==> src/rtl/hazard_pkg.sv <==
// Shared types and defaults for the pipeline hazard unit.
// State encodings are fixed because state_o exposes them for debug.
package hazard_pkg;

   typedef enum logic [1:0] {
      IDLE     = 2'b00,
      FLUSH    = 2'b01,
      MEM_WAIT = 2'b10,
      ST_RSV   = 2'b11
   } state_t;

   localparam int FLUSH_CYCLES_DEF = 2;

   function automatic logic load_use(
      input logic       mem_read,
      input logic [3:0] wr_addr,
      input logic [3:0] rs1,
      input logic [3:0] rs2,
      input logic       use1,
      input logic       use2
   );
      return mem_read &&
             ((use1 && (wr_addr == rs1)) ||
              (use2 && (wr_addr == rs2)));
   endfunction

endpackage

==> src/rtl/hazard_if.sv <==
// Hazard unit signal bundle: pipeline status in, register controls out.
// master drives the pipeline status, slave is the hazard unit.
interface hazard_if;

   logic       idex_mem_read;
   logic [3:0] idex_write_address;
   logic [3:0] ifid_read_address1;
   logic [3:0] ifid_read_address2;
   logic       ifid_uses_rs1;
   logic       ifid_uses_rs2;
   logic       branch_taken;
   logic       mem_busy;

   logic       pc_write_en;
   logic       ifid_write_en;
   logic       exmem_write_en;
   logic       ifid_flush;
   logic       idex_flush;
   logic [1:0] state_o;

   modport master (
      output idex_mem_read,
      output idex_write_address,
      output ifid_read_address1,
      output ifid_read_address2,
      output ifid_uses_rs1,
      output ifid_uses_rs2,
      output branch_taken,
      output mem_busy,
      input  pc_write_en,
      input  ifid_write_en,
      input  exmem_write_en,
      input  ifid_flush,
      input  idex_flush,
      input  state_o
   );

   modport slave (
      input  idex_mem_read,
      input  idex_write_address,
      input  ifid_read_address1,
      input  ifid_read_address2,
      input  ifid_uses_rs1,
      input  ifid_uses_rs2,
      input  branch_taken,
      input  mem_busy,
      output pc_write_en,
      output ifid_write_en,
      output exmem_write_en,
      output ifid_flush,
      output idex_flush,
      output state_o
   );

endinterface

==> src/rtl/sat_counter16.sv <==
// 16-bit event counter that sticks at 0xFFFF instead of wrapping.
module sat_counter16 (
   input  logic        clk,
   input  logic        reset,
   input  logic        inc,
   output logic [15:0] count
);

   always_ff @(posedge clk or negedge reset) begin
      if (!reset) begin
         count <= '0;
      end else if (inc && (count != 16'hFFFF)) begin
         count <= count + 16'd1;
      end
   end

endmodule

==> src/rtl/hazard_unit.sv <==
// Pipeline hazard unit: load-use stall, branch flush, memory freeze.
// Define HAZARD_STATS_EN to add saturating stall/flush statistics.
module hazard_unit
   import hazard_pkg::*;
#(
   parameter int FLUSH_CYCLES = FLUSH_CYCLES_DEF
) (
   input  logic        clk,
   input  logic        reset,
   hazard_if.slave     hz
`ifdef HAZARD_STATS_EN
   ,
   output logic [15:0] stall_count,
   output logic [15:0] flush_count
`endif
);

   localparam logic [1:0] CNT_INIT = 2'(FLUSH_CYCLES - 1);

   state_t     state, nxt;
   logic [1:0] cnt, cnt_n;
   logic       pend, pend_n;

   logic pc_c, ifid_c, exmem_c;
   logic iff_c, idf_c;
   logic lu;
   logic do_idle, do_branch;

   assign lu = load_use(hz.idex_mem_read,
                        hz.idex_write_address,
                        hz.ifid_read_address1,
                        hz.ifid_read_address2,
                        hz.ifid_uses_rs1,
                        hz.ifid_uses_rs2);

   always_ff @(posedge clk or negedge reset) begin
      if (!reset) begin
         state <= IDLE;
         cnt   <= '0;
         pend  <= 1'b0;
      end else begin
         state <= nxt;
         cnt   <= cnt_n;
         pend  <= pend_n;
      end
   end

   always_comb begin
      nxt       = state;
      cnt_n     = cnt;
      pend_n    = pend;
      pc_c      = 1'b1;
      ifid_c    = 1'b1;
      exmem_c   = 1'b1;
      iff_c     = 1'b0;
      idf_c     = 1'b0;
      do_idle   = 1'b0;
      do_branch = 1'b0;

      unique case (state)
         IDLE: do_idle = 1'b1;
         FLUSH: begin
            iff_c = 1'b1;
            idf_c = 1'b1;
            if (hz.mem_busy) begin
               pc_c    = 1'b0;
               ifid_c  = 1'b0;
               exmem_c = 1'b0;
            end else begin
               cnt_n = cnt - 2'd1;
               if (cnt <= 2'd1) nxt = IDLE;
            end
         end
         MEM_WAIT: begin
            if (hz.mem_busy) begin
               pc_c    = 1'b0;
               ifid_c  = 1'b0;
               exmem_c = 1'b0;
               pend_n  = pend | hz.branch_taken;
            end else begin
               pend_n = 1'b0;
               if (pend) do_branch = 1'b1;
               else      do_idle   = 1'b1;
            end
         end
         default: nxt = IDLE;
      endcase

      // memory freeze outranks redirect, which outranks load-use
      if (do_idle) begin
         nxt = IDLE;
         priority case (1'b1)
            hz.mem_busy: begin
               pc_c    = 1'b0;
               ifid_c  = 1'b0;
               exmem_c = 1'b0;
               pend_n  = hz.branch_taken;
               nxt     = MEM_WAIT;
            end
            hz.branch_taken: do_branch = 1'b1;
            lu: begin
               pc_c   = 1'b0;
               ifid_c = 1'b0;
               idf_c  = 1'b1;
            end
            default: ;
         endcase
      end

      if (do_branch) begin
         iff_c = 1'b1;
         idf_c = 1'b1;
         cnt_n = CNT_INIT;
         nxt   = (CNT_INIT != 2'd0) ? FLUSH : IDLE;
      end
   end

   // reset holds the pipeline frozen with bubbles in IF/ID and ID/EX
   assign hz.pc_write_en    = reset & pc_c;
   assign hz.ifid_write_en  = reset & ifid_c;
   assign hz.exmem_write_en = reset & exmem_c;
   assign hz.ifid_flush     = ~reset | iff_c;
   assign hz.idex_flush     = ~reset | idf_c;
   assign hz.state_o        = state;

`ifdef HAZARD_STATS_EN
   logic stall_inc, flush_inc;

   assign stall_inc = reset & ~pc_c;
   // outside FLUSH, an IF/ID flush only happens on a branch start
   assign flush_inc = reset & iff_c & (state != FLUSH);

   sat_counter16 u_stall_cnt (
      .clk   (clk),
      .reset (reset),
      .inc   (stall_inc),
      .count (stall_count)
   );

   sat_counter16 u_flush_cnt (
      .clk   (clk),
      .reset (reset),
      .inc   (flush_inc),
      .count (flush_count)
   );
`endif

endmodule

==> src/flat_wrapper.sv <==
// flat-port wrapper written by rule: the top's interface ports become plain ports
module hazard_unit_flat import hazard_pkg::*;
#(
   parameter int FLUSH_CYCLES = FLUSH_CYCLES_DEF
)
  (clk, reset, hz_idex_mem_read, hz_idex_write_address, hz_ifid_read_address1, hz_ifid_read_address2, hz_ifid_uses_rs1, hz_ifid_uses_rs2, hz_branch_taken, hz_mem_busy, hz_pc_write_en, hz_ifid_write_en, hz_exmem_write_en, hz_ifid_flush, hz_idex_flush, hz_state_o);
  hazard_if hz_i ();
  input  logic clk;
  input  logic reset;
  input wire logic [$bits(hz_i.idex_mem_read)-1:0] hz_idex_mem_read;
  input wire logic [$bits(hz_i.idex_write_address)-1:0] hz_idex_write_address;
  input wire logic [$bits(hz_i.ifid_read_address1)-1:0] hz_ifid_read_address1;
  input wire logic [$bits(hz_i.ifid_read_address2)-1:0] hz_ifid_read_address2;
  input wire logic [$bits(hz_i.ifid_uses_rs1)-1:0] hz_ifid_uses_rs1;
  input wire logic [$bits(hz_i.ifid_uses_rs2)-1:0] hz_ifid_uses_rs2;
  input wire logic [$bits(hz_i.branch_taken)-1:0] hz_branch_taken;
  input wire logic [$bits(hz_i.mem_busy)-1:0] hz_mem_busy;
  output wire logic [$bits(hz_i.pc_write_en)-1:0] hz_pc_write_en;
  output wire logic [$bits(hz_i.ifid_write_en)-1:0] hz_ifid_write_en;
  output wire logic [$bits(hz_i.exmem_write_en)-1:0] hz_exmem_write_en;
  output wire logic [$bits(hz_i.ifid_flush)-1:0] hz_ifid_flush;
  output wire logic [$bits(hz_i.idex_flush)-1:0] hz_idex_flush;
  output wire logic [$bits(hz_i.state_o)-1:0] hz_state_o;
  assign hz_i.idex_mem_read = hz_idex_mem_read;
  assign hz_i.idex_write_address = hz_idex_write_address;
  assign hz_i.ifid_read_address1 = hz_ifid_read_address1;
  assign hz_i.ifid_read_address2 = hz_ifid_read_address2;
  assign hz_i.ifid_uses_rs1 = hz_ifid_uses_rs1;
  assign hz_i.ifid_uses_rs2 = hz_ifid_uses_rs2;
  assign hz_i.branch_taken = hz_branch_taken;
  assign hz_i.mem_busy = hz_mem_busy;
  assign hz_pc_write_en = hz_i.pc_write_en;
  assign hz_ifid_write_en = hz_i.ifid_write_en;
  assign hz_exmem_write_en = hz_i.exmem_write_en;
  assign hz_ifid_flush = hz_i.ifid_flush;
  assign hz_idex_flush = hz_i.idex_flush;
  assign hz_state_o = hz_i.state_o;
  hazard_unit #(.FLUSH_CYCLES(FLUSH_CYCLES)) u_core (.clk(clk), .reset(reset), .hz(hz_i));
endmodule
==> config.mk <==
export PLATFORM = sky130hd
export DESIGN_NAME = hazard_unit_flat
export DESIGN_NICKNAME = d
export VERILOG_FILES = /design/src/rtl/hazard_pkg.sv /design/src/rtl/hazard_if.sv /design/src/rtl/sat_counter16.sv /design/src/rtl/hazard_unit.sv /design/src/flat_wrapper.sv
export SDC_FILE = /design/constraint.sdc
export NUM_CORES = 1
export LEC_CHECK = 0
export BUFFER_PORTS_ARGS = -buffer_cell sky130_fd_sc_hd__buf_2
export CAP_MARGIN = 20
export CELL_PAD_IN_SITES_DETAIL_PLACEMENT = 1
export CELL_PAD_IN_SITES_GLOBAL_PLACEMENT = 1
export CORE_UTILIZATION = 26
export CTS_CLUSTER_SIZE = 28
export DETAILED_ROUTE_END_ITERATION = 10
export MAX_ROUTING_LAYER = met4
export PLACE_DENSITY = 0.69
export SYNTH_ARGS = -nofsm -noshare
export SYNTH_HDL_FRONTEND = slang
export SYNTH_SLANG_ARGS = --single-unit
==> constraint.sdc <==
create_clock -name clk -period 1.5 [get_ports clk]
set_input_delay 0 -clock clk [delete_from_list [all_inputs] [get_ports clk]]
set_output_delay 0 -clock clk [all_outputs]
set_load 0.05 [all_outputs]
==> impl_summary.log <==
INFO  metric synthDominantAreaCellType = sky130_fd_sc_hd__dfrtp_1
INFO  metric num_antenna_cells = 0
INFO  metric globalRouteTotalUtil = 15.4%
INFO  metric violated_checks = negative setup slack
INFO  metric placeableCoreArea = approximately 1700 µm²
INFO  metric tightestPinTransition = 0.467 ns
INFO  metric timing.final.crit_share = 110%
INFO  metric mappedNetlistArea = 474 µm²
INFO  metric drt-wirelength-per-cell = approximately 12 µm
INFO  metric synthTopCellsByArea = sky130_fd_sc_hd__dfrtp_1, sky130_fd_sc_hd__ha_1, sky130_fd_sc_hd__xor2_1
INFO  metric dpl.hpwl = 1120 µm
INFO  metric design.final.nets = 114
INFO  metric p_leak = around 0.38 nW
INFO  metric syn_inst = between 50 and 60
INFO  metric num_rows = 15
INFO  metric route.detailed.vias_per_inst = 4.56
INFO  metric setup_repair_after_global_routing_missed_its_margin = yes
INFO  metric start_kind = flip-flop
INFO  metric via_count = 524
INFO  metric arrival = 1.64 ns
INFO  metric dp_cells = 109
INFO  metric setup.worst_path.end_class = primary output
INFO  metric synth_top_cell_area_share = a little over a quarter
INFO  metric max_freq = 609 MHz
INFO  metric die_h = roughly 45 µm
INFO  metric fin_ws = -0.143 ns
INFO  metric overall_die_area = 2000 µm²
INFO  metric timing.hold.worst.class = primary input to asynchronous set/reset pin
INFO  metric postRouteAntennaNets = 0
INFO  metric initial_core_util = 27.5%
INFO  metric numCtsBuffers = 3
INFO  metric worst_ir_drop_vdd = 694 µV
INFO  metric regToRegSetupSlack = 0.03 ns
INFO  metric via_count_of_the_first_global_routing_pass = a little over 500
INFO  metric port_buffer_count = 25
INFO  metric timing.critical_path.required = 1.50 ns
INFO  metric drt_wl_total = 1330 µm
INFO  metric first_iter_violations = 3
INFO  metric clock_tree.buffer_depth = 2
INFO  metric cts_tree = built
INFO  metric seq_area_frac_synth = 26.4%
INFO  metric synth_fp_nets = 77
INFO  metric drt_pass1_iterations = 4
INFO  metric slew_viol_final = 0
INFO  metric worstPathMaxFanout = 4
INFO  metric setup_viol = 4
INFO  metric ys_seq_elements = 5
INFO  metric dieWidth = roughly 45 µm
INFO  metric timing.final.hold_violations = 0
INFO  metric grt_first_pass_wirelength = 2090 µm
INFO  metric cts-htree-levels = 1
INFO  metric p_per_area = ~1200 nW/µm²
INFO  metric ios = 26
INFO  metric worst_slew_margin_rel = between 60% and 70%
INFO  metric yosys_warnings = 0
INFO  metric clock_insertion_delay_worst_skew = 0.24 ns
INFO  metric global_route.overflow_total = 0
INFO  metric grt_antenna_before_repair = 0
INFO  metric syn-mean-instance-area = a little under 9 µm²
INFO  metric period_minus_slack = 1.64 ns
INFO  metric worst-setup-path-type = flip-flop to primary output
INFO  metric run_status = finished with violations
INFO  metric finalClockSkew = 0.00253 ns
INFO  metric total_power = 0.000965 W
INFO  metric largest_net_degree_at_the_start_of_global_routing = 12
INFO  metric layout-drive-gt1-share = 57.8%
INFO  metric netlist-cell-type-count = 31
INFO  metric setup_total_negative_slack = -0.473 ns
INFO  metric clk_pin_slew_worst_paths = approximately 0.050 ns
INFO  metric final.fill_count = 218
INFO  metric max_cap_viol_count = 0
INFO  metric area_overhead_vs_synth = 73.6%
INFO  metric cts_sinks = 5
INFO  metric drc_errors = 0
INFO  metric routabilityCongestion = 0.688
INFO  metric fin_worst_hold_slack = 0.117 ns
INFO  metric finalNonFillerCells = between 100 and 150
INFO  metric ctsRootBufferMaster = sky130_fd_sc_hd__clkbuf_4
-- critical path, stage by stage (launching register included) --
cell,delay (ns)
sky130_fd_sc_hd__dfrtp_2,0.43
sky130_fd_sc_hd__ha_4,0.18
sky130_fd_sc_hd__o21a_1,0.21
sky130_fd_sc_hd__a21oi_2,0.12
sky130_fd_sc_hd__o211ai_1,0.11
sky130_fd_sc_hd__o21bai_4,0.19
sky130_fd_sc_hd__buf_6,0.15
-- path summary, 6_finish.rpt --
path,end,start,cells after the start
setup / recovery,hz_idex_flush,u_core.hz.state_o[1],6
hold / removal,u_core.pend,reset,2
setup reg to reg,u_core.cnt[0],u_core.hz.state_o[1],6
hold reg to reg,u_core.cnt[0],u_core.cnt[0],1
max in group asynchronous,u_core.hz.state_o[0],reset,2
min in group clk,u_core.hz.state_o[0],hz_mem_busy,2
-- cells in the final DEF (no fill, tap or decap), types with 2 or more instances in the layout --
cell type,instances
sky130_fd_sc_hd__a21oi_1,2
sky130_fd_sc_hd__a22o_1,2
sky130_fd_sc_hd__and2_4,2
sky130_fd_sc_hd__buf_2,21
sky130_fd_sc_hd__buf_4,8
sky130_fd_sc_hd__buf_8,3
sky130_fd_sc_hd__clkbuf_4,3
sky130_fd_sc_hd__dfrtp_1,3
sky130_fd_sc_hd__dfrtp_2,2
sky130_fd_sc_hd__ha_1,2
sky130_fd_sc_hd__ha_4,2
sky130_fd_sc_hd__inv_1,4
sky130_fd_sc_hd__inv_2,2
sky130_fd_sc_hd__nand2_1,2
sky130_fd_sc_hd__nor2_1,3
sky130_fd_sc_hd__nor3b_2,3
sky130_fd_sc_hd__o21ai_1,2
sky130_fd_sc_hd__xor2_1,4
-- state kept, by name (all words and copies together), names as in the netlist --
register,flops
u_core.pend,1
u_core.cnt,2
u_core.hz.state_o,2
-- repair_timing --
| item | in CTS | in global routing |
|---|---|---|
| setup buffers | 1 | 0 |
| hold buffers | 1 | 0 |
| pin swaps | 2 | 1 |
| resized for setup | 7 | 9 |
| setup endpoints to repair | 5 | 9 |
| endpoints found under the hold margin | 5 | 0 |
-- where the power goes --
group / total [W] / internal (W) / leakage [nW] / switching, W
combinational: 0.000592 / 0.000270 / 0.304 / 0.000322
clock: 0.000159 / 0.000101 / 0.0150 / 0.0000583
sequential: 0.000214 / 0.000176 / 0.0590 / 0.0000384
-- layer usage --
metal	up-vias	routed length, µm	global-route usage [%]	share of wire [%]
met4	0	18	10.9	1.3
met3	2	56	1.20	4.2
met1	247	511	14.4	38
met5	-	0	-	0
met2	16	747	29.1	56
li1	259	-	-	-
-- per-stage QoR --
step	worst slack (ns)	util, %	cell area (µm²)
floorplan	-0.716	-	533
global placement	0.0180	41.8	722
detailed placement	-0.0155	41.8	722
CTS	-0.165	45.7	790
global route	-0.229	47.7	823
finish	-0.143	47.7	823
-- final cells by class --
type	count	area, µm²	area share (%)
clock buffer	4	26.3	3.19
inverter	7	28.8	3.50
multi-input combinational	40	378	45.9
sequential	5	128	15.5
tap	25	31.3	3.80
timing repair buffer	34	231	28.1
-- logic make-up (layout without fill, tap and decap cells) --
kind of cell,count (synthesis),count (layout),share of synthesized area [%]
AO/OA/AOI/OAI,14,14,23.5
flip-flops,5,5,26.4
multiplexers,1,1,2.11
XOR/XNOR,5,5,9.23
adder cells (fa/ha/maj),4,4,10.6
AND/OR/NAND/NOR,16,16,20.1
buffers and inverters,9,45,8.18
-- cells in the mapped netlist --
cell type / count
sky130_fd_sc_hd__a21oi_1: 2
sky130_fd_sc_hd__a21oi_2: 1
sky130_fd_sc_hd__a222oi_1: 1
sky130_fd_sc_hd__a22o_1: 2
sky130_fd_sc_hd__and2_1: 2
sky130_fd_sc_hd__buf_2: 1
sky130_fd_sc_hd__buf_4: 1
sky130_fd_sc_hd__dfrtp_1: 5
sky130_fd_sc_hd__ha_1: 4
sky130_fd_sc_hd__inv_1: 6
sky130_fd_sc_hd__inv_2: 1
sky130_fd_sc_hd__mux2i_1: 1
sky130_fd_sc_hd__nand2_1: 2
sky130_fd_sc_hd__nand2b_1: 1
sky130_fd_sc_hd__nor2_1: 3
sky130_fd_sc_hd__nor2b_1: 1
sky130_fd_sc_hd__nor3_1: 2
sky130_fd_sc_hd__nor3b_1: 2
sky130_fd_sc_hd__nor3b_2: 1
sky130_fd_sc_hd__nor4_1: 1
sky130_fd_sc_hd__o2111ai_1: 1
sky130_fd_sc_hd__o211ai_1: 1
sky130_fd_sc_hd__o21a_1: 1
sky130_fd_sc_hd__o21ai_0: 1
sky130_fd_sc_hd__o21ai_1: 1
sky130_fd_sc_hd__o21bai_1: 1
sky130_fd_sc_hd__o221ai_2: 1
sky130_fd_sc_hd__o2bb2ai_1: 1
sky130_fd_sc_hd__or2b_1: 1
sky130_fd_sc_hd__xnor2_1: 1
sky130_fd_sc_hd__xor2_1: 4
Note: power is estimated with default switching activity, not from simulation.
